==> config.mk <==
export PLATFORM = sky130hd
export DESIGN_NAME = mul4bit_mac_seq
export DESIGN_NICKNAME = d
export VERILOG_FILES = /design/src/rtl/mul4bit_mac_seq.sv
export SDC_FILE = /design/constraint.sdc
export NUM_CORES = 1
export LEC_CHECK = 0
export CAP_MARGIN = 20
export CORE_ASPECT_RATIO = 1.4
export CORE_UTILIZATION = 30
export DETAILED_ROUTE_END_ITERATION = 8
export PLACE_DENSITY = 0.46
export SLEW_MARGIN = 20
export SYNTH_ARGS = -nofsm -noshare
export SYNTH_HDL_FRONTEND = slang
export SYNTH_HIERARCHICAL = 1
export SYNTH_SLANG_ARGS = --single-unit
==> constraint.sdc <==
create_clock -name clk -period 13.1 [get_ports clk]
set_clock_uncertainty 0.15 [all_clocks]
set_input_delay 2.62 -clock clk [delete_from_list [all_inputs] [get_ports clk]]
set_output_delay 2.62 -clock clk [all_outputs]
set_load 0.03 [all_outputs]
==> src/rtl/mul4bit_mac_seq.sv <==
// mul4bit_mac_seq: accumulates BURST_LEN 4x4 products and emits the sum.
// Define MUL4BIT_MAC_SATURATE_EN to clamp instead of wrap on overflow.

module mul4bit (
    input  logic [3:0] a,
    input  logic [3:0] b,
    output logic [7:0] p
);
    logic [7:0] pp [4];

    // shifted partial-product rows of the array, summed
    always_comb begin
        for (int i = 0; i < 4; i++) begin
            pp[i] = b[i] ? (8'(a) << i) : 8'd0;
        end
        p = pp[0] + pp[1] + pp[2] + pp[3];
    end
endmodule

module mul4bit_mac_seq #(
    parameter int BURST_LEN = 4,
    parameter int ACC_W     = 10
) (
    input  logic             clk,
    input  logic             rst_n,
    input  logic             in_valid,
    output logic             in_ready,
    input  logic [3:0]       in_a,
    input  logic [3:0]       in_b,
    output logic             out_valid,
    input  logic             out_ready,
    output logic [ACC_W-1:0] out_acc,
    output logic             out_ovf
);
    typedef enum logic [1:0] {
        IDLE,
        ACCUM,
        DRAIN,
        HOLD
    } state_t;

    localparam logic [3:0] LAST = 4'(BURST_LEN - 1);

    state_t           state;
    logic [3:0]       a_q;
    logic [3:0]       b_q;
    logic             v_q;
    logic [3:0]       cnt_in;
    logic [3:0]       cnt_acc;
    logic [ACC_W-1:0] acc;
    logic             ovf;

    logic [7:0]       prod;
    logic [ACC_W:0]   sum;
    logic [ACC_W-1:0] acc_nxt;
    logic             ovf_nxt;
    logic             accept;
    logic             last_add;
    logic             out_fire;

    mul4bit u_mul (
        .a (a_q),
        .b (b_q),
        .p (prod)
    );

    assign accept   = in_valid & in_ready;
    assign last_add = v_q & (cnt_acc == LAST);
    assign out_fire = out_valid & out_ready;

    // one-bit-wider add exposes the carry that feeds the sticky overflow
    always_comb begin
        sum     = {1'b0, acc} + (ACC_W + 1)'(prod);
        ovf_nxt = ovf | sum[ACC_W];
`ifdef MUL4BIT_MAC_SATURATE_EN
        acc_nxt = ovf_nxt ? '1 : sum[ACC_W-1:0];
`else
        acc_nxt = sum[ACC_W-1:0];
`endif
    end

    // operand capture, accumulate stage, result register and burst FSM
    always_ff @(posedge clk) begin
        if (!rst_n) begin
            state     <= IDLE;
            a_q       <= '0;
            b_q       <= '0;
            v_q       <= 1'b0;
            cnt_in    <= '0;
            cnt_acc   <= '0;
            acc       <= '0;
            ovf       <= 1'b0;
            in_ready  <= 1'b1;
            out_valid <= 1'b0;
            out_acc   <= '0;
            out_ovf   <= 1'b0;
        end else begin
            v_q <= accept;
            if (accept) begin
                a_q    <= in_a;
                b_q    <= in_b;
                cnt_in <= cnt_in + 4'd1;
            end

            if (v_q) begin
                if (last_add) begin
                    out_acc   <= acc_nxt;
                    out_ovf   <= ovf_nxt;
                    out_valid <= 1'b1;
                    acc       <= '0;
                    ovf       <= 1'b0;
                    cnt_in    <= '0;
                    cnt_acc   <= '0;
                end else begin
                    acc     <= acc_nxt;
                    ovf     <= ovf_nxt;
                    cnt_acc <= cnt_acc + 4'd1;
                end
            end

            if (out_fire) begin
                out_valid <= 1'b0;
            end

            unique case (state)
                IDLE, ACCUM: begin
                    if (accept) begin
                        if (cnt_in == LAST) begin
                            state    <= DRAIN;
                            in_ready <= 1'b0;
                        end else begin
                            state <= ACCUM;
                        end
                    end
                end
                DRAIN: begin
                    if (last_add) begin
                        state <= HOLD;
                    end
                end
                HOLD: begin
                    if (out_fire) begin
                        state    <= IDLE;
                        in_ready <= 1'b1;
                    end
                end
                default: state <= IDLE;
            endcase
        end
    end
endmodule

# Word-level counts from Yosys, hierarchy flattened
# Cells that the tools add are included.
[word_totals]
word_cells = 58
out_inout_bits = 13
reg_bits = 43
[classes]
n_reduce_logical = 7
n_eq_ne = 9
n_bitwise = 5
addsub = 6
muxes = 19
[ops]
columns = ["op", "count"]
rows = [
  ["$mux 4", 5],
  ["$add 10x8->11", 1],
  ["$mux 10", 1],
  ["$add 4x1->4 const B", 2],
  ["$add 8x6->8", 1],
  ["$add 8x7->8", 1],
  ["$add 8x8->8", 1],
  ["$eq 4x2->1 const B", 2],
  ["$mux 2", 4],
  ["$ne 2x2->1 const B", 4],
  ["$mux 7", 1],
  ["$mux 6", 1],
  ["$pmux 2 s3", 1],
  ["$mux 5", 1],
  ["$eq 2x2->1 const B", 2],
  ["$mux 1", 4],
  ["$reduce_and 4->1", 1],
  ["$reduce_or 2->1", 2],
  ["$and 1x1->1", 3],
  ["$reduce_and 3->1", 1],
  ["$eq 2x1->1 const B", 1],
  ["$logic_not 2->1", 1],
  ["$pmux 1 s2", 1],
  ["$reduce_and 2->1", 1],
  ["3 further kinds", 3],
]

# Longest topological paths before layout
[logic_depth]
depth_word = 7
mapped_depth = 16
ltp_nobuf = 16

# By module
# The synthesis kept the hierarchy.
[by_module_without_submodules]
columns = ["mod", "cells_per_inst", "n_inst", "seq_area_each_um2", "area_each_um2"]
rows = [
  ["mul4bit_mac_seq", 234, 1, 860.8, 2005.7],
  ["mul4bit", 42, 1, 0.0, 385.4],
]

# Worst setup path before layout
# OpenSTA, ideal clock, no wires.
[synth_timing]
kind = "register -> register"
from = "register b_q[3]"
to = "register acc[8]"
path_buffers = 0
path_slack_ns = 8.884
t_arrival_ns = 3.946
required_ns = 12.830
synth_period_minus_slack_ns = 4.216
stages_incl_launch_ff = 17
cell_sequence = "dfxtp_1 -> and2_1 -> fa_1 -> inv_1 -> fa_1 -> inv_1 -> ha_1 -> fa_1 -> a21o_1 -> a21oi_2 -> xnor2_1 -> ha_1 -> and2_1 -> a221o_1 -> a41oi_2 -> nor3_1 -> o31a_1"
[synth_between]
elab_chain_cells = 4
[synth_rtl]
columns = ["item", "line", "rtl"]
rows = [
  ["start: declaration", "46", "logic [3:0] b_q;"],
  ["start signal: assignment", "101", "b_q <= in_b;"],
  ["$mux 7", "14", "pp[i] = b[i] ? (8'(a) << i) : 8'd0;"],
  ["$add 8x7->8", "16", "p = pp[0] + pp[1] + pp[2] + pp[3];"],
  ["net prod[7]", "53", "logic [7:0] prod;"],
  ["$add 10x8->11", "73", "sum = {1'b0, acc} + (ACC_W + 1)'(prod);"],
  ["$mux 10", "106", "if (last_add) begin"],
  ["end signal: assignment", "115", "acc <= acc_nxt;"],
  ["end: declaration", "50", "logic [ACC_W-1:0] acc;"],
]
# The timed path passes the listed nets, and every way through them passes these cells.
# A chain may end at the register's enable or synchronous reset.

==> reports/qor.txt <==
Status = finished, final reports clean
VDD IR-drop max = 0.04229 mV
Final Hold Vio Count = 0
Least-Margin Pin Slew = 994.5 ps
P per Cell Area = 84.86 nW/um2
Slew HR = 33.49%
Max Fclk = 199.2 MHz
DP Worst Slack = 7784 ps
Die area = 8336 um2
Largest family of logic cells by synthesized area = simple AND/OR/NAND/NOR gates
Initial core utilization = 30.85%
Yosys warns = 6
Most frequent cells in the layout = dfxtp_1, nand2_1, clkdlybuf4s50_1
Placer congestion estimate = 0.7456
TritonCTS clock tree = built
Cts repair resizes = 0
Period utilization = 38.31%
Cts hold-fix bufs = 0
Max cap viols = 0
WHS = 316.5 ps
Leak = 1.143 nW
Area share of the largest cell type after synthesis = 36.00%
Row count = 38
Pin count of the biggest net entering global routing = 31
Share of layout cells above drive strength 1 = 3.401%
Worst Setup Slack, final = 8081 ps
Die width = 77.45 um
Sequential share of the synthesized area = 36.00%
Worst skew pair latency = 290 ps
Buffers on Ports = 24
Fin crit period = 5019 ps
Simple-Gate Fraction of Synth Area = 24.44%
Chip height = 107.6 um
Total Nets Final = 333
Via Count = 1,917
Sink Count = 43
Post-synthesis compound-gate area fraction = 14.60%
Critical Path RT = 13,190 ps
CTS buffer count = 5
Dpl hpwl = 3.831 mm
Slowest stage delay, CP = 1130 ps
Setup TNS Final = 0 ps
Clock tree buffer depth = 2
Final ANT Viol Nets = 0
CTS H-tree depth = 2
Top_reg_cell synth = dfxtp_1
# fillers = 851
All-Layer GR Usage = 13.86%
Xor and xnor fraction of the mapped netlist area = 4.396%
Largest area contributor in the netlist = dfxtp_1
Mapped Cells = 276
EDFF count, synth = 0
Avg Inst Size Synth = 8.663 um2
Crit-path cells = clkdlybuf4s50_1, inv_1, or4_1, nand3_1
# DRC = 0
Post-synth cell types = 42
Largest cells by area after synthesis = dfxtp_1, ha_1, nand2_1, fa_1, a21oi_1
Final setup viols = 0
Ys async rst share = 0%
Crit path max fanout = 30
Setup Crit Path Kind = primary input to flip-flop
Synth-to-Final Area Change = 16.43%
Placed cells = 388
Post-Synthesis Cell Area = 2391 um2
Startpoint Class = primary input
Multiplexer share of the synthesized area = 1.308%
Worst Setup End Kind = flip-flop
Slowest-stage cell, CP = clkdlybuf4s50_1
RSZ-0062 raised after global routing = false
Finished Layout Cells = 394
Initial antenna violation count = 0
Most common cell after layout, fill and taps aside = dfxtp_1
Worst hold-check path type = flip-flop to flip-flop
Vias in the first global route = 1,869
DR vias/cell = 4.865
Syn Nets = 314
Placeable Area = 7750 um2
Adder-Cell Fraction of Synth Area = 15.49%
Gr ovfl total = 0
Top Ports = 25
Seq cells post-synth = 43
CP arrival = 5110 ps
DRT Pass-1 Iters = 4
Reg clk slew, reported paths = 80 ps
DRT iter0 DRCs = 111
Avg WL per Cell = 13.12 um
First-pass GRT wire length = 9.011 mm
Drt total wl = 5.168 mm
Final slew viol count = 0
Root Buffer = clkbuf_8
Diodes inserted = 0
Postcts setup bufs = 0
## through the flow
step | utilization, % | instance area [um2] | power, mW
after global routing | 35.92 | 2784 | 0.2489
after global placement | 34.99 | 2711 | 0.1615
after floorplan | - | 2391 | 0.1537
after CTS | 35.92 | 2784 | 0.2416
final | 35.92 | 2784 | 0.2362
after detailed placement | 34.99 | 2711 | 0.1616
## cells by family after synthesis
kind of cell	Yosys count
AND/OR/NAND/NOR	115
AO/OA/AOI/OAI	54
flip-flops	43
adder cells (fa/ha/maj)	26
buffers and inverters	23
XOR/XNOR	12
multiplexers	3
## flip-flops by register name (all words and copies together) (netlist names), 2 cells and up
signal   count
b_q          4
state        2
out_acc     10
acc         10
cnt_acc      4
cnt_in       4
a_q          4
## final cells by class
| class | count | area (um2) | share of cell area [%] |
|---|---|---|---|
| inverters | 10 | 37.54 | 1.348 |
| clock buffers | 6 | 72.57 | 2.607 |
| well taps | 100 | 125.1 | 4.494 |
| flip-flops and latches | 43 | 860.8 | 30.92 |
| multi-input cells | 210 | 1440 | 51.73 |
| repair buffers | 25 | 247.7 | 8.899 |
## cell usage after synthesis, types with 7 or more instances
master and n:
dfxtp_1 43, nand2_1 35, a21oi_1 20, ha_1 20, and2_1 16, nor2_1 16
nand3_1 15, inv_1 10, clkbuf_1 8, o21ai_0 8, a21o_1 7
## path summary, 6_finish.rpt
check	startpoint	endpoint	slack, ps	cells after the start
max	rst_n	out_acc[8]	8080	4
min reg2reg	out_acc[2]	out_acc[2]	320	2
min	out_acc[2]	out_acc[2]	320	2
max reg2reg	b_q[3]	acc[8]	8570	16
## power breakdown
part           total, mW  internal [mW]  leakage (nW)  switching (mW)
Clock             0.0781         0.0356        0.0371          0.0425
Sequential         0.138          0.134         0.349         0.00411
Combinational     0.0200        0.00920         0.756          0.0108
## critical path: cells and delay by family
family | cells | cell delay [ps]
and+or+nand+nor | 2 | 720
buffers and inverters | 2 | 1770
## metal layers
layer,vias up,wire [um],GRT usage [%]
met4,0,142,6.199
met2,33,2583,23.58
met3,8,133,2.881
met1,875,2309,16.64
met5,-,0,0
li1,1001,-,-
(Power assumes the default switching activity.)
